===== config.mk =====
export PLATFORM = sky130hd
export DESIGN_NAME = io_uart_flat
export DESIGN_NICKNAME = d
export VERILOG_FILES = /design/src/rtl/io_uart_if.sv /design/src/rtl/io_uart.sv /design/src/flat_wrapper.sv
export SDC_FILE = /design/constraint.sdc
export NUM_CORES = 1
export LEC_CHECK = 0
export CAP_MARGIN = 10
export CORE_UTILIZATION = 35
export CTS_CLUSTER_DIAMETER = 150
export DETAILED_ROUTE_END_ITERATION = 7
export PLACE_DENSITY_LB_ADDON = 0.05
export SKIP_LAST_GASP = 1
export SLEW_MARGIN = 20
export SYNTH_ARGS = -nofsm -noshare
export SYNTH_HDL_FRONTEND = slang
export SYNTH_SLANG_ARGS = --single-unit

===== constraint.sdc =====
create_clock -name clk -period 8.61 [get_ports clk]
set_input_delay 0.861 -clock clk [delete_from_list [all_inputs] [get_ports clk]]
set_output_delay 0.861 -clock clk [all_outputs]
set_load 0.01 [all_outputs]

===== src/rtl/io_uart_if.sv =====
// CPU I/O bus bundle between the SYS strobe generator and the UART peripheral.
interface io_uart_if;
    logic        io_read_enable;
    logic        io_write_enable;
    logic [15:0] io_address;
    logic [15:0] io_write_data;
    logic [15:0] io_read_data;

    modport master (
        output io_read_enable,
        output io_write_enable,
        output io_address,
        output io_write_data,
        input  io_read_data
    );

    modport slave (
        input  io_read_enable,
        input  io_write_enable,
        input  io_address,
        input  io_write_data,
        output io_read_data
    );
endinterface


===== src/rtl/io_uart.sv =====
// Memory-mapped 8N1 UART: TX FIFO + serializer, deserializer + RX FIFO,
// three-word register window (DATA, STAT, CLEAR) with a registered read port.
module io_uart #(
    parameter logic [15:0] BASE_ADDR    = 16'h0000,
    parameter logic [15:0] CLKS_PER_BIT = 16'd104,
    parameter int          TX_DEPTH     = 8,
    parameter int          RX_DEPTH     = 8
) (
    input  logic       clk,
    input  logic       reset,
    io_uart_if.slave   bus,
    input  logic       uart_rx,
    output logic       uart_tx
);

    localparam int          TX_AW     = $clog2(TX_DEPTH);
    localparam int          RX_AW     = $clog2(RX_DEPTH);
    localparam logic [15:0] BIT_LAST  = CLKS_PER_BIT - 16'd1;
    localparam logic [15:0] HALF_LAST = (CLKS_PER_BIT >> 1) - 16'd1;

    typedef enum logic [1:0] {TX_IDLE, TX_START, TX_DATA, TX_STOP} tx_state_t;
    typedef enum logic [2:0] {RX_IDLE, RX_START, RX_DATA, RX_STOP, RX_HOLD} rx_state_t;

    // ---------------- register window decode ----------------
    logic sel_data, sel_stat, sel_clear;
    logic wr_data, rd_data, wr_clear;
    logic [2:0] clr_mask;

    assign sel_data  = (bus.io_address == BASE_ADDR);
    assign sel_stat  = (bus.io_address == BASE_ADDR + 16'd4);
    assign sel_clear = (bus.io_address == BASE_ADDR + 16'd8);
    assign wr_data   = bus.io_write_enable & sel_data;
    assign rd_data   = bus.io_read_enable & sel_data;
    assign wr_clear  = bus.io_write_enable & sel_clear;
    assign clr_mask  = wr_clear ? bus.io_write_data[2:0] : 3'b000;

    // Upper write-data byte has no function in this peripheral.
    logic unused_wdata;
    assign unused_wdata = ^bus.io_write_data[15:8];

    // ---------------- TX FIFO ----------------
    logic [7:0]     tx_mem [TX_DEPTH];
    logic [TX_AW:0] tx_wr_ptr, tx_rd_ptr;
    logic           tx_fifo_empty, tx_fifo_full, tx_push, tx_pop;
    logic [7:0]     tx_head;

    assign tx_fifo_empty = (tx_wr_ptr == tx_rd_ptr);
    assign tx_fifo_full  = ((tx_wr_ptr ^ tx_rd_ptr) == {1'b1, {TX_AW{1'b0}}});
    assign tx_push       = wr_data & ~tx_fifo_full;
    assign tx_head       = tx_mem[tx_rd_ptr[TX_AW-1:0]];

    // TX FIFO pointers advance on accepted push and serializer pop.
    always_ff @(posedge clk) begin
        // NOTE: sequential state always uses non-blocking assignments so every
        // register samples pre-edge values regardless of statement order.
        if (reset) begin
            tx_wr_ptr <= '0;
            tx_rd_ptr <= '0;
        end else begin
            if (tx_push) tx_wr_ptr <= tx_wr_ptr + 1'b1;
            if (tx_pop)  tx_rd_ptr <= tx_rd_ptr + 1'b1;
        end
    end

    // TX FIFO storage write.
    always_ff @(posedge clk) begin
        // NOTE: storage is deliberately not reset; the pointers define which
        // entries are valid, and a reset-free array maps onto plain RAM.
        if (tx_push) tx_mem[tx_wr_ptr[TX_AW-1:0]] <= bus.io_write_data[7:0];
    end

    // ---------------- TX serializer ----------------
    tx_state_t   tx_state, tx_state_n;
    logic [15:0] tx_timer, tx_timer_n;
    logic [2:0]  tx_bit, tx_bit_n;
    logic [7:0]  tx_shift, tx_shift_n;
    logic        tx_bit_done, tx_empty;

    assign tx_bit_done = (tx_timer == BIT_LAST);
    assign tx_empty    = tx_fifo_empty & (tx_state == TX_IDLE);

    // TX state register and serial output register.
    always_ff @(posedge clk) begin
        if (reset) begin
            tx_state <= TX_IDLE;
            tx_timer <= '0;
            tx_bit   <= '0;
            tx_shift <= '0;
            uart_tx  <= 1'b1;
        end else begin
            tx_state <= tx_state_n;
            tx_timer <= tx_timer_n;
            tx_bit   <= tx_bit_n;
            tx_shift <= tx_shift_n;
            uart_tx  <= (tx_state == TX_START) ? 1'b0 :
                        (tx_state == TX_DATA)  ? tx_shift[0] : 1'b1;
        end
    end

    // TX next-state: STOP chains straight into the next START when bytes wait.
    always_comb begin
        // NOTE: every combinational output gets a default first so no path
        // leaves it unassigned, which would otherwise infer a latch.
        tx_state_n = tx_state;
        tx_timer_n = tx_timer + 16'd1;
        tx_bit_n   = tx_bit;
        tx_shift_n = tx_shift;
        tx_pop     = 1'b0;
        unique case (tx_state)
            TX_IDLE: begin
                tx_timer_n = '0;
                if (!tx_fifo_empty) begin
                    tx_pop     = 1'b1;
                    tx_shift_n = tx_head;
                    tx_state_n = TX_START;
                end
            end
            TX_START: begin
                if (tx_bit_done) begin
                    tx_timer_n = '0;
                    tx_bit_n   = '0;
                    tx_state_n = TX_DATA;
                end
            end
            TX_DATA: begin
                if (tx_bit_done) begin
                    tx_timer_n = '0;
                    tx_shift_n = {1'b0, tx_shift[7:1]};
                    tx_bit_n   = tx_bit + 3'd1;
                    if (tx_bit == 3'd7) tx_state_n = TX_STOP;
                end
            end
            TX_STOP: begin
                if (tx_bit_done) begin
                    tx_timer_n = '0;
                    if (!tx_fifo_empty) begin
                        tx_pop     = 1'b1;
                        tx_shift_n = tx_head;
                        tx_state_n = TX_START;
                    end else begin
                        tx_state_n = TX_IDLE;
                    end
                end
            end
            default: tx_state_n = TX_IDLE;
        endcase
    end

    // ---------------- RX deserializer ----------------
    logic        rx_sync1, rx_sync2, rx_prev;
    rx_state_t   rx_state, rx_state_n;
    logic [15:0] rx_timer, rx_timer_n;
    logic [2:0]  rx_bit, rx_bit_n;
    logic [7:0]  rx_shift, rx_shift_n;
    logic        rx_byte_valid, rx_frame_bad;

    // Two-flop synchronizer plus a delayed copy for falling-edge detection.
    always_ff @(posedge clk) begin
        if (reset) begin
            rx_sync1 <= 1'b1;
            rx_sync2 <= 1'b1;
            rx_prev  <= 1'b1;
        end else begin
            rx_sync1 <= uart_rx;
            rx_sync2 <= rx_sync1;
            rx_prev  <= rx_sync2;
        end
    end

    // RX state register.
    always_ff @(posedge clk) begin
        if (reset) begin
            rx_state <= RX_IDLE;
            rx_timer <= '0;
            rx_bit   <= '0;
            rx_shift <= '0;
        end else begin
            rx_state <= rx_state_n;
            rx_timer <= rx_timer_n;
            rx_bit   <= rx_bit_n;
            rx_shift <= rx_shift_n;
        end
    end

    // RX next-state: half-bit start check, then one sample per bit period.
    always_comb begin
        rx_state_n    = rx_state;
        rx_timer_n    = rx_timer + 16'd1;
        rx_bit_n      = rx_bit;
        rx_shift_n    = rx_shift;
        rx_byte_valid = 1'b0;
        rx_frame_bad  = 1'b0;
        unique case (rx_state)
            RX_IDLE: begin
                rx_timer_n = '0;
                if (rx_prev && !rx_sync2) rx_state_n = RX_START;
            end
            RX_START: begin
                if (rx_timer == HALF_LAST) begin
                    rx_timer_n = '0;
                    rx_bit_n   = '0;
                    // A line already high again was only a glitch.
                    rx_state_n = rx_sync2 ? RX_IDLE : RX_DATA;
                end
            end
            RX_DATA: begin
                if (rx_timer == BIT_LAST) begin
                    rx_timer_n = '0;
                    rx_shift_n = {rx_sync2, rx_shift[7:1]};
                    rx_bit_n   = rx_bit + 3'd1;
                    if (rx_bit == 3'd7) rx_state_n = RX_STOP;
                end
            end
            RX_STOP: begin
                if (rx_timer == BIT_LAST) begin
                    rx_timer_n = '0;
                    if (rx_sync2) begin
                        rx_byte_valid = 1'b1;
                        rx_state_n    = RX_IDLE;
                    end else begin
                        rx_frame_bad = 1'b1;
                        rx_state_n   = RX_HOLD;
                    end
                end
            end
            RX_HOLD: begin
                // Wait out a break/bad frame before looking for a new start.
                rx_timer_n = '0;
                if (rx_sync2) rx_state_n = RX_IDLE;
            end
            default: rx_state_n = RX_IDLE;
        endcase
    end

    // ---------------- RX FIFO ----------------
    logic [7:0]     rx_mem [RX_DEPTH];
    logic [RX_AW:0] rx_wr_ptr, rx_rd_ptr;
    logic           rx_fifo_empty, rx_fifo_full, rx_push, rx_pop;
    logic [7:0]     rx_head;

    assign rx_fifo_empty = (rx_wr_ptr == rx_rd_ptr);
    assign rx_fifo_full  = ((rx_wr_ptr ^ rx_rd_ptr) == {1'b1, {RX_AW{1'b0}}});
    assign rx_push       = rx_byte_valid & ~rx_fifo_full;
    assign rx_pop        = rd_data & ~rx_fifo_empty;
    assign rx_head       = rx_mem[rx_rd_ptr[RX_AW-1:0]];

    // RX FIFO pointers advance on received byte and CPU DATA read.
    always_ff @(posedge clk) begin
        if (reset) begin
            rx_wr_ptr <= '0;
            rx_rd_ptr <= '0;
        end else begin
            if (rx_push) rx_wr_ptr <= rx_wr_ptr + 1'b1;
            if (rx_pop)  rx_rd_ptr <= rx_rd_ptr + 1'b1;
        end
    end

    // RX FIFO storage write.
    always_ff @(posedge clk) begin
        if (rx_push) rx_mem[rx_wr_ptr[RX_AW-1:0]] <= rx_shift;
    end

    // ---------------- sticky status and read port ----------------
    logic        frame_err, rx_overrun, tx_overflow;
    logic [15:0] rd_next, rd_q;

    // Sticky bits: a set event in the same cycle as its CLEAR write wins.
    always_ff @(posedge clk) begin
        if (reset) begin
            frame_err   <= 1'b0;
            rx_overrun  <= 1'b0;
            tx_overflow <= 1'b0;
        end else begin
            frame_err   <= (frame_err   & ~clr_mask[2]) | rx_frame_bad;
            rx_overrun  <= (rx_overrun  & ~clr_mask[1]) | (rx_byte_valid & rx_fifo_full);
            tx_overflow <= (tx_overflow & ~clr_mask[0]) | (wr_data & tx_fifo_full);
        end
    end

    // Read mux from pre-edge state; CLEAR and unmapped addresses read as 0.
    always_comb begin
        rd_next = '0;
        if (sel_data) begin
            rd_next = rx_fifo_empty ? 16'h0000 : {7'b0, 1'b1, rx_head};
        end else if (sel_stat) begin
            rd_next = {11'b0, frame_err, rx_overrun, tx_overflow, ~rx_fifo_empty, tx_empty};
        end
    end

    // Registered read data, held until the next read strobe.
    always_ff @(posedge clk) begin
        if (reset)                   rd_q <= '0;
        else if (bus.io_read_enable) rd_q <= rd_next;
    end

    assign bus.io_read_data = rd_q;

endmodule


===== src/flat_wrapper.sv =====
// flat-port wrapper written by rule: the top's interface ports become plain ports
module io_uart_flat 
#(
    parameter logic [15:0] BASE_ADDR    = 16'h0000,
    parameter logic [15:0] CLKS_PER_BIT = 16'd104,
    parameter int          TX_DEPTH     = 8,
    parameter int          RX_DEPTH     = 8
)
  (clk, reset, uart_rx, uart_tx, bus_io_read_enable, bus_io_write_enable, bus_io_address, bus_io_write_data, bus_io_read_data);
  io_uart_if bus_i ();
  input  logic clk;
  input  logic reset;
  input  logic uart_rx;
  output logic uart_tx;
  input wire logic [$bits(bus_i.io_read_enable)-1:0] bus_io_read_enable;
  input wire logic [$bits(bus_i.io_write_enable)-1:0] bus_io_write_enable;
  input wire logic [$bits(bus_i.io_address)-1:0] bus_io_address;
  input wire logic [$bits(bus_i.io_write_data)-1:0] bus_io_write_data;
  output wire logic [$bits(bus_i.io_read_data)-1:0] bus_io_read_data;
  assign bus_i.io_read_enable = bus_io_read_enable;
  assign bus_i.io_write_enable = bus_io_write_enable;
  assign bus_i.io_address = bus_io_address;
  assign bus_i.io_write_data = bus_io_write_data;
  assign bus_io_read_data = bus_i.io_read_data;
  io_uart #(.BASE_ADDR(BASE_ADDR), .CLKS_PER_BIT(CLKS_PER_BIT), .TX_DEPTH(TX_DEPTH), .RX_DEPTH(RX_DEPTH)) u_core (.clk(clk), .reset(reset), .bus(bus_i), .uart_rx(uart_rx), .uart_tx(uart_tx));
endmodule

[Word-level counts from Yosys, hierarchy flattened]
Memories as Yosys holds them, arrays and structs flattened. A register that Yosys moved wholly into a read port is not among the register bits.
Cells that the tools add are included.
Cells by class
  add/subtract/negate cells: 8
  equal/unequal tests: 29
  multiplexer cells: 54
  bitwise logic cells: 23
  reduce and logical (&&, ||, !) cells: 17
Operator list (number)
  two-way mux 16 bit: 4
  two-way mux 3 bit: 16
  one-hot mux 16 bit (3 select lines): 1
  adder 16 x 1 -> 16 bit (second input constant): 2
  == test 16 x 7 -> 1 bit (second input constant): 2
  one-hot mux 16 bit (2 select lines): 1
  two-way mux 8 bit: 3
  one-hot mux 8 bit (3 select lines): 1
  inequality test 2 x 1 -> 1 bit (second input constant): 9
  adder 4 x 1 -> 4 bit (second input constant): 4
  == test 16 x 3 -> 1 bit (second input constant): 1
  == test 16 x 4 -> 1 bit (second input constant): 1
  == test 16 x 6 -> 1 bit (second input constant): 1
  logical NOT 16 bit: 1
  two-way mux 1 bit: 15
  one-hot mux 3 bit (5 select lines): 1
  AND 1 bit: 12
  two-way mux 2 bit: 6
  one-hot mux 3 bit (2 select lines): 2
  == test 3 bit (second input constant): 3
  two-way mux 9 bit: 1
  AND reduction 3 bit: 3
  == test 4 bit: 2
  == test 4 bit (second input constant): 2
  other kinds (23): 37
Storage, ports and cells
  flip-flop bits (word level): 98
  bits in writable memories: 128
  bits of input ports: 37
  output and inout port bits: 17
  logic and storage cells: 153
  memories: 2
Memories
  u_core.rx_mem: depth 8, bits a word 8, rd ports 1, clocked after Yosys merged registers in 1, write ports 1, line io_uart.sv:236  | logic [7:0] rx_mem [RX_DEPTH];
  u_core.tx_mem: depth 8, bits a word 8, rd ports 1, clocked after Yosys merged registers in 1, write ports 1, line io_uart.sv:42  | logic [7:0] tx_mem [TX_DEPTH];

[Longest topological paths before layout]
  depth in word-level cells: 6
  depth in mapped cells: 7
  mapped depth without buffers: 6

[Worst setup path before layout]
OpenSTA, ideal clock, no wires.
  kind: input to register
  start point: input bus_io_address[10]
  end point: memory u_core.tx_mem[4][0] (enable)
  setup time: 0.398 ns
  arrival time: 2.765 ns
  data required time: 8.212 ns
  slack: 5.447 ns
  stages: 5
  path buffers: 1
  cells stage by stage: nor4_1 -> and4_1 -> clkbuf_1 -> nand3_1 -> nor4b_1
On the way
  longest elaborated chain between the ends: 5
RTL lines
  start, declared: line flat_wrapper.sv:17  | input wire logic [$bits(bus_i.io_address)-1:0] bus_io_address;
  logical NOT 16 bit: line io_uart.sv:29  | assign sel_data = (bus.io_address == BASE_ADDR);
  AND 1 bit: line io_uart.sv:32  | assign wr_data = bus.io_write_enable & sel_data;
  AND 1 bit: line io_uart.sv:49  | assign tx_push = wr_data & ~tx_fifo_full;
  two-way mux 1 bit: line io_uart.sv:69  | if (tx_push) tx_mem[tx_wr_ptr[TX_AW-1:0]] <= bus.io_write_data[7:0];
  two-way mux 1 bit (implied by the code): line io_uart.sv:69
  end, declared: line io_uart.sv:42
Every way passes these cells.

[Worst setup path after layout]
  start point: register u_core.rx_timer[3]
  end point: memory u_core.rx_mem[5][5] (enable)
On the way
  longest elaborated chain between the ends: 6
RTL lines
  start, declared: line io_uart.sv:152  | logic [15:0] rx_timer, rx_timer_n;
  start signal, assigned: line io_uart.sv:179  | rx_timer <= rx_timer_n;
  == test 16 x 7 -> 1 bit: line io_uart.sv:215  | if (rx_timer == BIT_LAST) begin
  two-way mux 1 bit: line io_uart.sv:215
  two-way mux 1 bit: line io_uart.sv:193  | unique case (rx_state)
  AND 1 bit: line io_uart.sv:243  | assign rx_push = rx_byte_valid & ~rx_fifo_full;
  two-way mux 1 bit: line io_uart.sv:260  | if (rx_push) rx_mem[rx_wr_ptr[RX_AW-1:0]] <= rx_shift;
  two-way mux 1 bit (implied by the code): line io_uart.sv:260
  end, declared: line io_uart.sv:236
Every way passes these cells.

==> metrics.txt <==
met3 routed WL roughly 490 um; hold depth 1; Slew Limit Headroom 32.6%; cell chain of the critical path or4b_4, nor4_2, nand4b_1, or2_2, nor2_1; ys flop type edfxtp_1; remaining antenna violation count after routing 0; Worst Skew around 0.0084 ns; CORE AREA ~0.026 mm2; Critical Path RT 8.75 ns; internal power approximately 1.8 mW; R2R cell count 5; CTS sink cnt about 230; routability cong. 0.763; final setup vio count 0; GRT overflow 0; kind of critical path reg2reg; CP max stage cell nor2_1; Worst-path clk slew about 0.060 ns; Inserted Diodes 0; Hold Path End u_core.rx_sync2$_SDFF_PP1_; CTS Buf Count 26; Clk pwr share 46.5%; fin. max-slew vios 0; cell area after placement approximately 0.010 mm2; FILL cells ~2400; number of detailed-route iterations in the first pass 4; Netlist Area Pre-Place just over 0.009 mm2; synth top area cells edfxtp_1 (41%), dfxtp_1 (21%), mux4_2 (7.8%), nor2_1 (3.1%), a21oi_1 (2.4%); reg2reg start u_core.rx_timer[3]$_SDFF_PP0_; Buf/Inv on CP 0; post-cts resize count 0; setup TNS 0 ns; Clock Path Buffers 3; CP delay by family, top simple AND/OR/NAND/NOR gates; combinational share of power approximately 3.5%; fin crit period 3.34 ns; synth warn 0; max layer used met4; unrepaired setup endpoints after global routing no; Critical Path Max Stage Delay about 0.74 ns; Post-synth EDFFs 128; P per Cell Area 210 mW/mm2; CP Capture Type register; Post CTS Setup Buffer Count 0; unique cell type count in the Yosys netlist 60; worst hold start u_core.rx_sync1$_SDFF_PP1_; vias in the first global route 5654; max-cap viol count 0; flops & latches, synth approximately 230; Fin. Hold Viols 0; Yosys top cell area share around two fifths; post-synthesis sequential area ratio ~62%; Peak VDD IR ~140 uV; chip height approximately 160 um; slew at the pin closest to its max-slew limit between 1 and 1.5 ns; crit start category register; M1 WL 8580 um; CTS tree done; LEAKAGE about 3.5 nW; Async SR Flop Fraction 0%; WL/cell around 18 um; crit path DAT roughly 3.5 ns; status completed; worst reg2reg setup slack around 5.3 ns; Post-synth top cells edfxtp_1 (128), dfxtp_1 (97), nor2_1 (76); largest net degree at the start of global routing 62; part of the power in registers 50.0%; worst r2r dst u_core.rx_mem[5][5]$_DFFE_PP_; FP Rows between 50 and 60; Port Buffers 38; layout cell share with drive strength beyond 1 between 10% and 20%; Initial Util a little over a third; Initial DRC Count 304; IO Pins 54; Max Fanout on Critical Path 9; routed vias roughly 5600; switching share of power approximately a fifth; H-tree level count 1; Tcrit/Tclk final ~39%; Die Wd between 150 and 200 um; area delta synth->final 16.8%; Synth Area per Inst 13.0 um2; count leader, synth edfxtp_1; worst hold path type reg2reg; Global Route Usage Sum between 15 and 20%; Clock Latency Late Sink around 0.52 ns; drc violations 0; antenna violations before repair 0; fmax approximately 300 MHz; leading area contributor after synthesis edfxtp_1; Reg area between 0.005 and 0.006 mm2; post-DP HPWL 12700 um; global-route wire length before repair around 31000 um; CTS Hold Bufs 0; Final Cell Area 0.0109 mm2; clock root buffer clkbuf_16; die area ~0.027 mm2; Syn Inst Count 712; Layout Nets approximately 800; P_sw ~0.47 mW; multi-input logic area between 0.003 and 0.004 mm2; DR vias/cell between 5 and 6; drt total wl ~20000 um; met2 WL post-DR slightly above 10000 um
==> per-stage QoR <==
step	hold slack, ns	util (%)	cells	setup slack (ns)	power [mW]
after floorplan	0.389	-	718	5.45	1.21
after CTS	0.411	41.6	1104	5.20	2.31
after global routing	0.414	41.6	1104	4.98	2.36
after detailed placement	0.400	38.5	1056	4.93	1.24
final	0.405	41.6	1104	5.27	2.28
after global placement	0.406	38.4	1056	4.93	1.24
==> state kept, by name (all words and copies together), names as in the netlist, 2 cells and up, named ones only <==
| register | flops |
|---|---|
| u_core.tx_bit | 3 |
| u_core.rx_mem | 64 |
| u_core.rx_state | 3 |
| u_core.tx_timer | 16 |
| u_core.tx_shift | 8 |
| u_core.tx_rd_ptr | 4 |
| u_core.tx_wr_ptr | 4 |
| u_core.rx_bit | 3 |
| u_core.tx_state | 2 |
| u_core.rx_timer | 16 |
| u_core.bus.io_read_data | 9 |
| u_core.rx_shift | 8 |
| u_core.rx_wr_ptr | 4 |
| u_core.tx_mem | 64 |
| u_core.rx_rd_ptr | 4 |
==> area by class of cell <==
class | instances | share of cell area, %
Inverter | 11 | 0.381
Timing Repair Buffer | 46 | 4.01
Sequential cell | 225 | 53.3
Clock buffer | 39 | 6.73
Clock inverter | 9 | 0.876
Multi-Input combinational cell | 439 | 30.8
Tap cell | 335 | 3.86
==> worst register-to-register path, cell delays in order (launching register included) <==
cell,delay (ns)
dfxtp_1,0.35
or4b_4,0.57
nor4_2,0.46
nand4b_1,0.39
or2_2,0.44
nor2_1,0.74
==> layout by cell type (no fill, tap or decap), drive strengths merged, types with 16 or more instances in the layout <==
cell type	n
nand3	18
mux4	32
edfxtp	128
clkbuf	39
nor2	76
xnor2	19
dfxtp	97
clkdlybuf4s50	37
a21oi	44
nand2	46
ha	16
xor2	21
==> power groups by stage <==
| stage | clock network, mW | registers, mW | logic, mW |
|---|---|---|---|
| floorplan | 0 | 1.16 | 0.0506 |
| global placement | 0 | 1.16 | 0.0784 |
| detailed placement | 0 | 1.16 | 0.0807 |
| CTS | 1.09 | 1.14 | 0.0812 |
| global route | 1.13 | 1.14 | 0.0893 |
| finish | 1.06 | 1.14 | 0.0801 |
==> cells by family after synthesis <==
logic type               count (synthesis)  synth area share (%)
AND/OR/NAND/NOR                        237                  13.2
flip-flops                             225                  62.3
AO/OA/AOI/OAI                           86                  5.88
buffers and inverters                   54                  2.59
multiplexers                            53                  10.1
XOR/XNOR                                40                  3.77
adder cells (fa/ha/maj)                 16                  2.15
other                                    1                0.0404
==> worst max-delay path by stage <==
stage	start	end	depth (start not counted)	slack [ns]
after global placement	bus_io_address[1]	u_core.tx_mem[5][5]$_DFFE_PP_	5	4.93
after floorplan	bus_io_address[10]	u_core.tx_mem[4][0]$_DFFE_PP_	5	5.45
after detailed placement	bus_io_address[6]	u_core.tx_mem[3][5]$_DFFE_PP_	5	4.93
after CTS	u_core.rx_timer[3]$_SDFF_PP0_	u_core.rx_mem[5][5]$_DFFE_PP_	5	5.20
after global routing	u_core.rx_timer[3]$_SDFF_PP0_	u_core.rx_mem[3][5]$_DFFE_PP_	5	4.98
final	u_core.rx_timer[3]$_SDFF_PP0_	u_core.rx_mem[5][5]$_DFFE_PP_	5	5.27
==> per-layer routing <==
| metal | vias up | global-route usage, % |
|---|---|---|
| li1 | 2730 | - |
| met1 | 2746 | 18.4 |
| met2 | 62 | 27.1 |
| met3 | 33 | 2.24 |
| met4 | 0 | 4.46 |
| met5 | - | 0 |
(Power assumes the default switching activity.)
